[src/rtl/store_size_ctrl.sv]
// store_size_ctrl: carries B-register data into data memory for sw/sh/sb.
// Full words are written directly. Halfword and byte stores read the target
// word first, merge the new low lane into it, then write it back.
module store_size_ctrl (
    input  logic        clk,
    input  logic        reset,
    input  logic        start,
    input  logic [1:0]  store_op,
    input  logic [31:0] addr_in,
    input  logic [31:0] reg_data,
    input  logic [31:0] mem_rdata,
    output logic [31:0] mem_addr,
    output logic        mem_wr,
    output logic [31:0] mem_wdata,
    output logic        busy,
    output logic        done,
    output logic        err
);

    typedef enum logic [2:0] {
        S_IDLE    = 3'd0,
        S_RD_REQ  = 3'd1,
        S_RD_WAIT = 3'd2,
        S_WR      = 3'd3,
        S_DONE    = 3'd4
    } state_t;

    localparam logic [1:0] OP_SW  = 2'b00;
    localparam logic [1:0] OP_SH  = 2'b01;
    localparam logic [1:0] OP_SB  = 2'b10;
    localparam logic [1:0] OP_ILL = 2'b11;

    state_t      state_q, state_d;
    logic [31:0] addr_q, addr_d;
    logic [31:0] data_q, data_d;
    logic [1:0]  op_q, op_d;
    logic [31:0] word_q, word_d;

    // Merge the store data into the captured word; the lane is always the
    // low end of the word, the address low bits do not steer it.
    function automatic logic [31:0] merge_wdata(input logic [1:0]  op,
                                                input logic [31:0] data,
                                                input logic [31:0] word);
        logic [31:0] res;
        case (op)
            OP_SH:   res = {word[31:16], data[15:0]};
            OP_SB:   res = {word[31:8], data[7:0]};
            default: res = data;
        endcase
        return res;
    endfunction

    // State and request registers, cleared by synchronous reset
    always_ff @(posedge clk) begin
        if (reset) begin
            state_q <= S_IDLE;
            addr_q  <= '0;
            data_q  <= '0;
            op_q    <= '0;
            word_q  <= '0;
        end else begin
            state_q <= state_d;
            addr_q  <= addr_d;
            data_q  <= data_d;
            op_q    <= op_d;
            word_q  <= word_d;
        end
    end

    // Latch the request when accepted in IDLE; capture read data in RD_WAIT
    always_comb begin
        addr_d = addr_q;
        data_d = data_q;
        op_d   = op_q;
        word_d = word_q;
        if (state_q == S_IDLE && start) begin
            addr_d = addr_in;
            data_d = reg_data;
            op_d   = store_op;
        end
        if (state_q == S_RD_WAIT) begin
            word_d = mem_rdata;
        end
    end

    // Next-state decode; start is only looked at in IDLE
    always_comb begin
        state_d = state_q;
        case (state_q)
            S_IDLE: begin
                if (start) begin
                    case (store_op)
                        OP_SW:   state_d = S_WR;
                        OP_SH:   state_d = S_RD_REQ;
                        OP_SB:   state_d = S_RD_REQ;
                        default: state_d = S_DONE;
                    endcase
                end
            end
            S_RD_REQ:  state_d = S_RD_WAIT;
            S_RD_WAIT: state_d = S_WR;
            S_WR:      state_d = S_DONE;
            S_DONE:    state_d = S_IDLE;
            default:   state_d = S_IDLE;
        endcase
    end

    // Outputs decoded purely from registered state and latched request
    always_comb begin
        mem_addr  = '0;
        mem_wr    = 1'b0;
        mem_wdata = '0;
        busy      = (state_q != S_IDLE);
        done      = (state_q == S_DONE);
        err       = (state_q == S_DONE) && (op_q == OP_ILL);
        case (state_q)
            S_RD_REQ, S_RD_WAIT: mem_addr = addr_q;
            S_WR: begin
                mem_addr  = addr_q;
                mem_wr    = 1'b1;
                mem_wdata = merge_wdata(op_q, data_q, word_q);
            end
            default: ;
        endcase
    end

endmodule

[config.mk]
export PLATFORM = sky130hd
export DESIGN_NAME = store_size_ctrl
export DESIGN_NICKNAME = d
export VERILOG_FILES = /design/src/rtl/store_size_ctrl.sv
export SDC_FILE = /design/constraint.sdc
export NUM_CORES = 1
export LEC_CHECK = 0
export CAP_MARGIN = 20
export CORE_UTILIZATION = 46
export DETAILED_ROUTE_END_ITERATION = 10
export PLACE_DENSITY_LB_ADDON = 0.08
export SETUP_SLACK_MARGIN = 0.15
export SLEW_MARGIN = 30
export SYNTH_ARGS = -nofsm -noshare
export SYNTH_HDL_FRONTEND = slang
export SYNTH_SLANG_ARGS = --single-unit
export TNS_END_PERCENT = 50
[constraint.sdc]
create_clock -name clk -period 5.3 [get_ports clk]
set_input_delay 0.795 -clock clk [delete_from_list [all_inputs] [get_ports clk]]
set_output_delay 0.795 -clock clk [all_outputs]
set_load 0.02 [all_outputs]
**Word-level counts from Yosys, hierarchy flattened**

Index checks and enable logic that the tools add are counted.

- Output and inout port bits: 68
- Bits of input ports: 101
- Word-level logic and storage cells: 29
- Register bits: 101

- Equality and inequality tests: 10
- Muxes and demuxes: 7
- Reduce and logical (&&, ||, !) cells: 7

Operator list:

| operator | number |
|---|---|
| $mux 32 | 2 |
| $pmux 32 s2 | 1 |
| $pmux 3 s4 | 1 |
| $eq 2x2->1 const B | 3 |
| $eq 3x2->1 const B | 2 |
| $pmux 3 s2 | 1 |
| $eq 2x1->1 const B | 2 |
| $eq 3x1->1 const B | 1 |
| $eq 3x3->1 const B | 1 |
| $logic_not 3->1 | 1 |
| $mux 3 | 1 |
| $reduce_bool 3->1 | 1 |
| $reduce_or 3->1 | 1 |
| $logic_and 1x1->1 | 2 |
| $logic_not 2->1 | 1 |
| $ne 2x2->1 const B | 1 |
| $reduce_or 2->1 | 1 |
| $mux 1 | 1 |

**Depth between registers and ports, before layout**

- Depth after elaboration: 5
- Mapped depth: 8
- Mapped depth without buffers: 5

**Worst setup path after synthesis**

Ideal clock, no wire load.

- Path kind: reg-to-output
- Start: register op_q[0]
- End: output mem_wdata[21]
- Setup slack: 2.642 ns
- Data required time: 4.505 ns
- Cell stages (with the launch flop): 9
- Arrival: 1.863 ns
- Path through: dfxtp_1 > inv_1 > ha_1 > clkbuf_1 > o21ba_2 > clkbuf_1 > buf_2 > a22oi_1 > nor2_1

- Cells in the longest elaborated chain, start to end: 3
- Elaborated cells between the ends (all ways): 4
- Classes of those cells: eq/ne (2); mux (2)

RTL lines:

| what | RTL line | text |
|---|---|---|
| start: declaration | 36 | `logic [1:0] op_q, op_d;` |
| start signal: assignment | 65 | `op_q <= op_d;` |
| $eq 2x2->1 / $eq 2x1->1 (equally long branches) | 45 | `case (op)` |
| $pmux 32 s2 * | 45 |  |
| $mux 32 * | 116 | `case (state_q)` |
| end: declaration | 14 | `output logic [31:0] mem_wdata,` |

Mark *: on every way between the ends. The rest lies on a longest branch, timed or not.

**Worst setup path in the final report**

- Start: register op_q[0]
- End: output mem_wdata[8]

The elaborated chain is that of the path after synthesis.

==> impl_metrics.yaml <==
sta:
  slew_viol_final: 0
  tns_ns: 0
  timing.fmax_mhz: 268.9
  fin_crit_share_pct: 70.18
  finalClockSkew_ns: 0.009312
  timing.max_slew.rel_slack_pct: 43.05
  timing.hold.ws_ns: 0.4522
  grt_setup_unrepaired: "no"
  endpoints_failing_hold: 0
  worst_pin_slew_ns: 0.8542
  final_period_minus_worst_setup_slack_ns: 3.720
  report.final.setup_viol: 0
synthesis:
  ys_ff_latch: 93
  yosysWarnings: 0
  synth_sequential_area_ratio_pct: 47.16
  yosys.cell_count.top_type: "nand2_1"
  postSynth.topFlopCell: "dfxtp_1"
  synth_area_per_cell_um2: 7.562
  async_set_or_reset_register_ratio_after_synthesis_pct: 0
  yosysTopAreaCellShare_pct: 47.16
  post_synth_main_area_contributors: "dfxtp_1, nand2_1, a21oi_1"
  ys_top_cells_by_count: "nand2_1, dfxtp_1, a21oi_1"
  post_synth_inst_count: 522
  post_synthesis_cell_area_um2: 3948
  post_synth_num_cell_types: 26
  synth_top_area_cell: "dfxtp_1"
  mappedNetlistNets: 626
  synth-edff-count: 0
layout:
  fin_cells: 765
  num_antenna_cells: 0
  final_layout_size_suffix_gt1_share_pct: 4.242
  area_growth_syn_to_layout_pct: 44.28
  num-nets-final: 759
  layout.cell_area.non_filler_um2: 5695
global_routing:
  grtUsageTotal_pct: 23.44
  grt_max_degree: 67
  first_global_vias: 3502
  grt_first_pass_wirelength_mm: 16.37
  grt.overflow.total: 0
  antenna_found_initial: 0
route:
  routed-via-count: 3791
  wirelength_mm: 10.22
  drt_first_pass_iters: 5
  drt_first_iter_violations: 183
  drt_wl_cell_um: 13.36
  post_drt_via_cell_ratio: 4.956
  drt_drc_violations_left: 0
  antenna_left: 0
power_and_ir_drop:
  part_of_the_total_power_dissipated_in_combinational_logic_pct: 20.1
  cellLeakagePower_nw: 2.039
  clkPwrFrac_pct: 30.7
  netSwitchingFraction_pct: 28.08
  vdd_drop_max_mv: 0.1587
  pwr_cell_area_nw_per_um2: 280.1
  seq_power_share_pct: 49.2
  intPower_mw: 1.147
  netSwitchingPower_uw: 447.8
clock_tree:
  clock_insertion_delay_worst_skew_ns: 0.36
  tritoncts: "built"
  cts.hold.buffers_added: 0
  cts-buffers-inserted: 9
  cts_max_level: 3
  path_clk_slew_ns: 0.08
  clkSinkCount: 93
  post_cts_resize_count: 0
  clk_path_buf_depth: 2
  clockRootBuffer: "clkbuf_8"
  cts_post_setup_buffers_inserted: 0
run_status:
  run_status: "completed"
setup_path:
  critPathKind: "reg -> out"
  crit_path_max_fanout: 19
  crit_path_max_incr_delay_ns: 0.63
  start_kind: "flop"
  timing.critical_path.arrival_ns: 2.92
  timing.critical_path.to_type: "output port"
  cp_cell_sequence: "inv_1, ha_1, nor2b_1, a22oi_1, nor2_1, clkdlybuf4s50_1"
  required_ns: 4.51
  critical_path.slowest_cell: "clkdlybuf4s50_1"
placed_design:
  post-place-cells: 749
  finalWeightedCongestion: 0.8150
  detailedPlacementHpwl_mm: 6.733
  io_buffer_count: 160
  post_dp_cell_area_um2: 5485
floorplan:
  floorplan.die.width_um: 94.64
  area_of_the_placeable_core_um2: 8258
  fp.dieH_um: 94.64
  rows: 33
  die_area_um2: 8956
  num_io_pins: 169
  floorplan.initialDensity_pct: 47.80
worst_hold_path:
  timing.hold.worst.class: "reg -> reg"
flow_run:
  maxCapViolations: 0
## cell usage in the layout (no fill, tap or decap), types with 2 or more instances in the layout
master | Yosys | final
a21oi_1 | 92 | 92
a22oi_1 | 24 | 24
and2_1 | 41 | 41
buf_4 | 4 | 5
clkbuf_8 | 0 | 11
clkdlybuf4s50_1 | 0 | 159
clkinvlp_4 | 0 | 2
dfxtp_1 | 93 | 93
ha_1 | 3 | 3
inv_1 | 3 | 3
nand2_1 | 182 | 182
nor2_1 | 27 | 27
or2_2 | 2 | 2
## worst max-delay path, delay by kind of cell (launching register included)
family | cells | cell delay, ns
adders and majority gates | 1 | 0.56
and+or+nand+nor | 2 | 0.78
AOI/OAI and AO/OA | 1 | 0.13
DFF | 1 | 0.41
buffers and inverters | 2 | 0.69
## layer usage
layer	global-route usage (%)	vias up	wire length (um)
met3	3.945	8	630
met4	9.470	0	102
met5	0	-	0
met1	29.46	1713	4501
li1	-	1951	-
met2	39.69	119	4985
## area by class of cell
| class | instances | area (um^2) |
|---|---|---|
| Tap cell | 105 | 131.4 |
| Multi-Input combinational cell | 383 | 1847 |
| Inverter | 3 | 11.26 |
| Sequential cell | 93 | 1862 |
| Clock buffer | 11 | 151.4 |
| Timing Repair Buffer | 165 | 1634 |
| Clock inverter | 5 | 58.81 |
| Fill cell | 712 | 2562 |
## final timing paths
path / slack (ns) / depth (start not counted) / endpoint / start
hold / removal: 0.45 / 2 / addr_q[9] / addr_q[9]
setup / recovery: 1.58 / 6 / mem_wdata[8] / op_q[0]
setup reg to reg: 3.54 / 3 / data_q[18] / state_q[2]
hold reg to reg: 0.45 / 2 / addr_q[9] / addr_q[9]
## state kept, by name (all words and copies together), names as in the netlist
signal   count
state_q      3
op_q         2
word_q      24
data_q      32
addr_q      32
## cells by family (layout without fill, tap and decap cells)
logic type,Yosys count,in the layout,share of synthesized area [%]
flops,93,93,47.16
simple gates,261,261,28.94
compound gates,119,119,16.89
buf+inv,46,184,6.054
fa+ha+maj,3,3,0.9510
## power groups by stage
stage	sequential, mW	combinational [mW]	clock, mW
5_1_grt	0.793	0.356	0.530
2_1_floorplan	0.790	0.205	0
6_report	0.785	0.321	0.489
3_3_place_gp	0.798	0.318	0
4_1_cts	0.785	0.324	0.496
3_5_place_dp	0.801	0.323	0
## through the flow
| step | worst slack (ns) | utilization [%] | total power, mW |
|---|---|---|---|
| after floorplan | 2.642 | - | 0.9948 |
| after global placement | 2.056 | 66.42 | 1.116 |
| after detailed placement | 2.013 | 66.42 | 1.124 |
| after CTS | 1.628 | 68.97 | 1.605 |
| after global routing | 1.336 | 68.97 | 1.680 |
| final | 1.580 | 68.97 | 1.595 |
No activity file was read; power rests on OpenSTA's default activity.
